`config.mk`:
```
export PLATFORM = sky130hd
export DESIGN_NAME = stream_mux_flat
export DESIGN_NICKNAME = d
export VERILOG_FILES = /design/src/rtl/stream_mux_if.sv /design/src/rtl/stream_mux.sv /design/src/flat_wrapper.sv
export SDC_FILE = /design/constraint.sdc
export NUM_CORES = 1
export LEC_CHECK = 0
export ABC_AREA = 0
export BUFFER_PORTS_ARGS = -buffer_cell sky130_fd_sc_hd__buf_4
export CAP_MARGIN = 40
export CORE_UTILIZATION = 46
export CTS_BUF_LIST = sky130_fd_sc_hd__clkbuf_2 sky130_fd_sc_hd__clkbuf_4 sky130_fd_sc_hd__clkbuf_8
export DETAILED_ROUTE_END_ITERATION = 10
export HOLD_SLACK_MARGIN = 0.12
export PLACE_DENSITY = 0.83
export SYNTH_ARGS = -nofsm -noshare
export SYNTH_HDL_FRONTEND = slang
export SYNTH_HIERARCHICAL = 1
export SYNTH_SLANG_ARGS = --single-unit
export TNS_END_PERCENT = 1
```
`constraint.sdc`:
```
create_clock -name clk -period 2.4 [get_ports clk]
set_input_delay 0.24 -clock clk [delete_from_list [all_inputs] [get_ports clk]]
set_output_delay 0.24 -clock clk [all_outputs]
set_load 0.02 [all_outputs]
```
`src/rtl/stream_mux_if.sv`:
```
// stream_mux_if -- bundles the stream mux channel, output and selector signals.
//   master : upstream/downstream side. It drives the channel data and valid bits,
//            the selector controls and out_ready.
//   slave  : the mux itself. It drives in_ready, out_data, out_valid and cur_sel.
// WIDTH and CHANNELS must match the parameters of the attached stream_mux.
interface stream_mux_if #(
  parameter int WIDTH    = 32,
  parameter int CHANNELS = 4
);
  localparam int SEL_W = $clog2(CHANNELS);

  logic [CHANNELS*WIDTH-1:0] in_data;
  logic [CHANNELS-1:0]       in_valid;
  logic [CHANNELS-1:0]       in_ready;
  logic [SEL_W-1:0]          sel;
  logic                      sel_load;
  logic                      rr_mode;
  logic [WIDTH-1:0]          out_data;
  logic                      out_valid;
  logic                      out_ready;
  logic [SEL_W-1:0]          cur_sel;

  modport master (
    output in_data, in_valid, sel, sel_load, rr_mode, out_ready,
    input  in_ready, out_data, out_valid, cur_sel
  );

  modport slave (
    input  in_data, in_valid, sel, sel_load, rr_mode, out_ready,
    output in_ready, out_data, out_valid, cur_sel
  );
endinterface

```
`src/rtl/stream_mux.sv`:
```
// stream_mux -- N-to-1 valid/ready stream multiplexer with a single registered
// output stage.
//   clk   : the only clock. All state updates on its rising edge.
//   rst_n : asynchronous, active-low reset. While it is low, all in_ready bits
//           are 0, out_valid is 0, out_data is 0 and cur_sel is 0.
//   bus   : stream_mux_if.slave. It carries the per-channel data, valid and
//           ready, the sel/sel_load/rr_mode controls, out_data/out_valid/
//           out_ready and cur_sel.
// Only the granted channel (cur_sel) sees ready. That channel is ready whenever
// the output register is empty or is draining in the same cycle, which gives
// full throughput with no bubble.
// Optional round-robin arbitration is built only when STREAM_MUX_RR_EN is
// defined. In that case rr_mode=1 lets the arbiter move cur_sel, and sel_load
// is ignored. Without the macro, rr_mode is unused and no arbiter exists.

// Per-channel lane: grant decode, ready gating and data masking feeding the
// AND-OR output mux.
module stream_mux_lane #(
  parameter int WIDTH = 32,
  parameter int SEL_W = 2,
  parameter int IDX   = 0
) (
  input  logic [SEL_W-1:0] cur_sel,
  input  logic             can_acc,
  input  logic [WIDTH-1:0] data,
  output logic             rdy,
  output logic [WIDTH-1:0] gdata
);
  logic gnt;

  assign gnt   = (cur_sel == SEL_W'(IDX));
  assign rdy   = gnt & can_acc;
  assign gdata = gnt ? data : '0;
endmodule

module stream_mux #(
  parameter int WIDTH    = 32,
  parameter int CHANNELS = 4
) (
  input  logic        clk,
  input  logic        rst_n,
  stream_mux_if.slave bus
);
  localparam int SEL_W = $clog2(CHANNELS);

  logic [WIDTH-1:0]                 out_data_q;
  logic                             out_valid_q;
  logic [SEL_W-1:0]                 cur_sel_q;
  logic [SEL_W-1:0]                 sel_nxt;
  logic [SEL_W-1:0]                 ld_sel;
  logic                             sel_ok;
  logic                             can_acc;
  logic                             in_fire;
  logic [CHANNELS-1:0]              rdy;
  logic [CHANNELS-1:0][WIDTH-1:0]   gdata;
  logic [WIDTH-1:0]                 mux_data;

  // Gating with rst_n keeps every ready low while reset is asserted, even
  // though the registered state already reads "empty, channel 0".
  assign can_acc = rst_n & (~out_valid_q | bus.out_ready);

  for (genvar lane = 0; lane < CHANNELS; lane++) begin : g_lane
    stream_mux_lane #(
      .WIDTH (WIDTH),
      .SEL_W (SEL_W),
      .IDX   (lane)
    ) u_lane (
      .cur_sel (cur_sel_q),
      .can_acc (can_acc),
      .data    (bus.in_data[lane*WIDTH +: WIDTH]),
      .rdy     (rdy[lane]),
      .gdata   (gdata[lane])
    );
  end

  // At most one lane is granted, so OR-ing the masked lanes forms the mux.
  always_comb begin
    mux_data = '0;
    for (int i = 0; i < CHANNELS; i++) mux_data = mux_data | gdata[i];
  end

  assign in_fire = |(rdy & bus.in_valid);

  // An out-of-range selector value is dropped and the old grant is kept. The
  // extra top bit keeps the compare meaningful when CHANNELS is a power of 2.
  assign sel_ok = ({1'b0, bus.sel} < (SEL_W+1)'(CHANNELS));
  assign ld_sel = (bus.sel_load && sel_ok) ? bus.sel : cur_sel_q;

`ifdef STREAM_MUX_RR_EN
  // Rotate the valid vector so that rot[j] is channel (cur_sel + j) mod N.
  // The first set bit at j >= 1 is then the next requester in wrap order.
  // Index j == N (rot[0]) is the current channel itself, which is the last
  // candidate. cur_sel doubles as the round-robin pointer.
  logic [2*CHANNELS-1:0] vv;
  logic [CHANNELS-1:0]   rot;
  logic [SEL_W-1:0]      rr_next;
  logic                  rr_found;
  logic                  cur_vld;

  always_comb begin
    vv       = {bus.in_valid, bus.in_valid} >> cur_sel_q;
    rot      = vv[CHANNELS-1:0];
    rr_found = 1'b0;
    rr_next  = cur_sel_q;
    for (int j = 1; j <= CHANNELS; j++) begin
      if (!rr_found && rot[j % CHANNELS]) begin
        rr_found = 1'b1;
        rr_next  = SEL_W'((int'(cur_sel_q) + j) % CHANNELS);
      end
    end
  end

  assign cur_vld = rot[0];

  // A grant that is holding a stalled word stays put. Otherwise the arbiter
  // moves on after a transfer, or away from an idle channel. If nobody
  // requests, the grant holds.
  always_comb begin
    sel_nxt = ld_sel;
    if (bus.rr_mode) begin
      sel_nxt = cur_sel_q;
      if ((in_fire || !cur_vld) && rr_found) sel_nxt = rr_next;
    end
  end
`else
  logic unused_rr;
  assign unused_rr = bus.rr_mode;
  assign sel_nxt   = ld_sel;
`endif

  // Output register. A load takes priority over a drain, so a same-cycle
  // drain plus accept keeps out_valid high with the new word.
  always_ff @(posedge clk or negedge rst_n) begin
    if (!rst_n) begin
      out_valid_q <= 1'b0;
      out_data_q  <= '0;
      cur_sel_q   <= '0;
    end else begin
      if (in_fire) begin
        out_data_q  <= mux_data;
        out_valid_q <= 1'b1;
      end else if (bus.out_ready) begin
        out_valid_q <= 1'b0;
      end
      cur_sel_q <= sel_nxt;
    end
  end

  assign bus.in_ready  = rdy;
  assign bus.out_data  = out_data_q;
  assign bus.out_valid = out_valid_q;
  assign bus.cur_sel   = cur_sel_q;
endmodule

```
`src/flat_wrapper.sv`:
```
// flat-port wrapper written by rule: the top's interface ports become plain ports
module stream_mux_flat 
#(
  parameter int WIDTH    = 32,
  parameter int CHANNELS = 4
)
  (clk, rst_n, bus_in_data, bus_in_valid, bus_sel, bus_sel_load, bus_rr_mode, bus_out_ready, bus_in_ready, bus_out_data, bus_out_valid, bus_cur_sel);
  stream_mux_if #(.WIDTH(WIDTH), .CHANNELS(CHANNELS)) bus_i ();
  input  logic clk;
  input  logic rst_n;
  input wire logic [$bits(bus_i.in_data)-1:0] bus_in_data;
  input wire logic [$bits(bus_i.in_valid)-1:0] bus_in_valid;
  input wire logic [$bits(bus_i.sel)-1:0] bus_sel;
  input wire logic [$bits(bus_i.sel_load)-1:0] bus_sel_load;
  input wire logic [$bits(bus_i.rr_mode)-1:0] bus_rr_mode;
  input wire logic [$bits(bus_i.out_ready)-1:0] bus_out_ready;
  output wire logic [$bits(bus_i.in_ready)-1:0] bus_in_ready;
  output wire logic [$bits(bus_i.out_data)-1:0] bus_out_data;
  output wire logic [$bits(bus_i.out_valid)-1:0] bus_out_valid;
  output wire logic [$bits(bus_i.cur_sel)-1:0] bus_cur_sel;
  assign bus_i.in_data = bus_in_data;
  assign bus_i.in_valid = bus_in_valid;
  assign bus_i.sel = bus_sel;
  assign bus_i.sel_load = bus_sel_load;
  assign bus_i.rr_mode = bus_rr_mode;
  assign bus_i.out_ready = bus_out_ready;
  assign bus_in_ready = bus_i.in_ready;
  assign bus_out_data = bus_i.out_data;
  assign bus_out_valid = bus_i.out_valid;
  assign bus_cur_sel = bus_i.cur_sel;
  stream_mux #(.WIDTH(WIDTH), .CHANNELS(CHANNELS)) u_core (.clk(clk), .rst_n(rst_n), .bus(bus_i));
endmodule
```
==> summary.md <==
| Metric | Value |
|---|---|
| Outcome | `finished, final reports clean` |
| Hold_buf cts | `1` |
| Sw Ratio | `35.3%` |
| GRT Total Usage | `22.7%` |
| Detailed Route WL | `8210 um` |
| Standard-cell rows | `29` |
| Tmin final | `around 2.2 ns` |
| Initial antenna violation count | `0` |
| Crit path kind | `in -> reg` |
| Synth Register Bits | `35` |
| Area leader, netlist | `dfrtp_1` |
| Vias in the first global route | `2749` |
| Root Buffer | `clkbuf_8` |
| Critical Path Start Type | `primary input` |
| Power per cell area | `721 nW/um2` |
| Clk buf depth | `2` |
| Share of the synthesized area in the top cell type | `27.5%` |
| Max rail drop VDD | `415 uV` |
| Slew Limit Fails | `0` |
| Clock net sink count | `35` |
| Yosys warns | `6` |
| Final Skew | `roughly 0.0033 ns` |
| DP HPWL | `6170 um` |
| First DRT Iteration DRCs | `91` |
| Vias per cell | `5.41` |
| Slew @ Worst Pin | `0.465 ns` |
| Die width | `85.2 um` |
| Synth cell types | `18` |
| Detailed Routing Iterations Pass 1 | `4` |
| RSZ-0062 raised after global routing | `no` |
| PnR worst setup slack | `0.230 ns` |
| Critical path data arrival time | `2.33 ns` |
| Routability cong. | `0.745` |
| Post-CTS resize count | `0` |
| Hold Path Class | `in -> reg` |
| Pin count of the biggest net entering global routing | `77` |
| Max-cap viol count | `0` |
| GR peak layer | `met2` |
| Slew margin rel. | `69.0%` |
| Port bufs | `between 150 and 200` |
| First-pass GRT wire length | `13200 um` |
| Grt met3 use | `4.96%` |
| Setup-failing EPs final | `0` |
| Top post-synthesis cells by area | `dfrtp_1 (28%), and3b_2 (21%), mux2_4 (14%)` |
| Register area share after synthesis | `27.5%` |
| DRC | `0` |
| Core Region | `6490 um2` |
| Routed vias | `2748` |
| LEAKAGE | `2.49 nW` |
| Post-route antenna net violation count | `0` |
| Cts bufs inserted | `5` |
| Met1 usage | `27.5%` |
| Number of post-CTS setup repair buffers | `0` |
| DIE AREA | `between 7000 and 8000 um2` |
| CTS tree | `built` |
| DP Worst Slack | `about 0.43 ns` |
| P_sw | `about 1.2 mW` |
| Met2 usage | `between 40% and 50%` |
| P_int | `about 2.2 mW` |
| Syn Area/Cell | `11.9 um2` |
| H-tree depth | `2` |
| Cells after Synth | `about 270` |
| CP Capture Type | `flop` |
| Die height | `85.2 um` |
| Layout cell share with drive strength beyond 1 | `about 83%` |
| Clk pwr share | `14.5%` |
| Max Clock Freq | `roughly 460 MHz` |
| Clk_lat worst skew | `0.27 ns` |
| Avg WL per Cell | `approximately 16 um` |
| Initial Util | `49.0%` |
| Seq pwr share | `30.8%` |
| Clk slew on worst S/H paths | `about 0.070 ns` |
| Final hold viol count | `0` |
| Syn nets | `407` |
| Synthesized area | `3180 um2` |
| Area grow syn2layout | `44.9%` |
| I/O pin count | `178` |
| Setup Total Neg Slack | `0 ns` |
| Crit-path max FO | `18` |
| CP required | `2.56 ns` |
| Diodes inserted | `0` |
| Comb pwr share | `a little over half` |
| Period utilization | `90.4%` |
| Overflow after GRT | `0` |
| Fin nets | `approximately 570` |
## cell usage after synthesis, drive strengths merged
cell type  count
and3          33
buf           26
and3b         66
clkbuf         3
nand2          1
nand3          1
dfrtp         35
a22oi          2
nand2b         1
and2           1
nor3b         33
mux2          34
or4           32
## power groups by stage
stage               sequential, mW  clock [mW]  combinational, mW
finish                        1.02       0.482               1.82
global route                  1.06       0.525               1.93
CTS                           1.03       0.497               1.83
detailed placement            1.03           0               1.82
global placement              1.02           0               1.79
floorplan                     1.34           0              0.772
## registers in the layout, summed over array words and instances (netlist names)
signal,count
u_core/bus.out_data,32
u_core/bus.cur_sel,2
u_core/bus.out_valid,1
## cell families (layout without fill, tap and decap cells)
logic type | after synthesis | in the layout | synth area share (%)
DFF | 35 | 35 | 27.5
buffers and inverters | 29 | 192 | 6.73
and+or+nand+nor | 168 | 168 | 49.4
muxes | 34 | 34 | 15.6
AOI/OAI and AO/OA | 2 | 2 | 0.787
## worst max-delay path, stage by stage
cell           delay [ns]
dlygate4sd3_1        0.57
buf_4                0.13
and2_1               0.16
nor3b_1              0.31
a22oi_2              0.15
nand2_2              0.09
buf_4                0.33
mux2_4               0.34
## worst paths after layout
kind                                               from                 endpoint  slack [ns]  cells past startpoint
worst max-delay path                              rst_n  u_core/bus.out_data[14]        0.23                      8
worst min-delay path                         bus_sel[1]    u_core/bus.cur_sel[1]        0.20                      2
worst max register to register     u_core/bus.out_valid  u_core/bus.out_data[14]        0.40                      7
worst min register to register  u_core/bus.out_data[24]  u_core/bus.out_data[24]        0.52                      1
max in group asynchronous                         rst_n    u_core/bus.cur_sel[1]        1.43                      3
min in group asynchronous                         rst_n    u_core/bus.cur_sel[0]        0.62                      3
## cells in the final DEF (no fill, tap or decap), drive strengths merged
cell type,instances
nand3,1
nand2,1
nand2b,1
dfrtp,35
mux2,34
clkbuf,8
and2,1
dlygate4sd3,1
a22oi,2
or4,32
and3b,66
and3,33
nor3b,33
buf,183
## stage by stage
step	power (mW)	hold WS (ns)	instances	util, %	area [um2]
floorplan	2.11	-0.0556	268	-	3180
global placement	2.80	0.318	499	69.2	4490
detailed placement	2.85	0.325	499	69.2	4490
CTS	3.35	0.189	508	70.9	4610
global route	3.52	0.201	508	70.9	4610
finish	3.32	0.199	508	70.9	4610
## layout make-up
cell class                 count  area (um2)
fill                         522        1890
sequential                    35         883
timing repair buffer         184        1430
tap                           77        96.3
multi-input combinational    204        2090
clock buffer                   8         104
## per-layer routing
metal	wire length [um]	share of wire [%]	vias to the layer above
li1	-	-	1335
met5	0	0	-
met1	3380	41	1298
met2	4100	50	104
met4	133	1.6	0
met3	591	7.2	11
No activity file was read; power rests on OpenSTA's default activity.
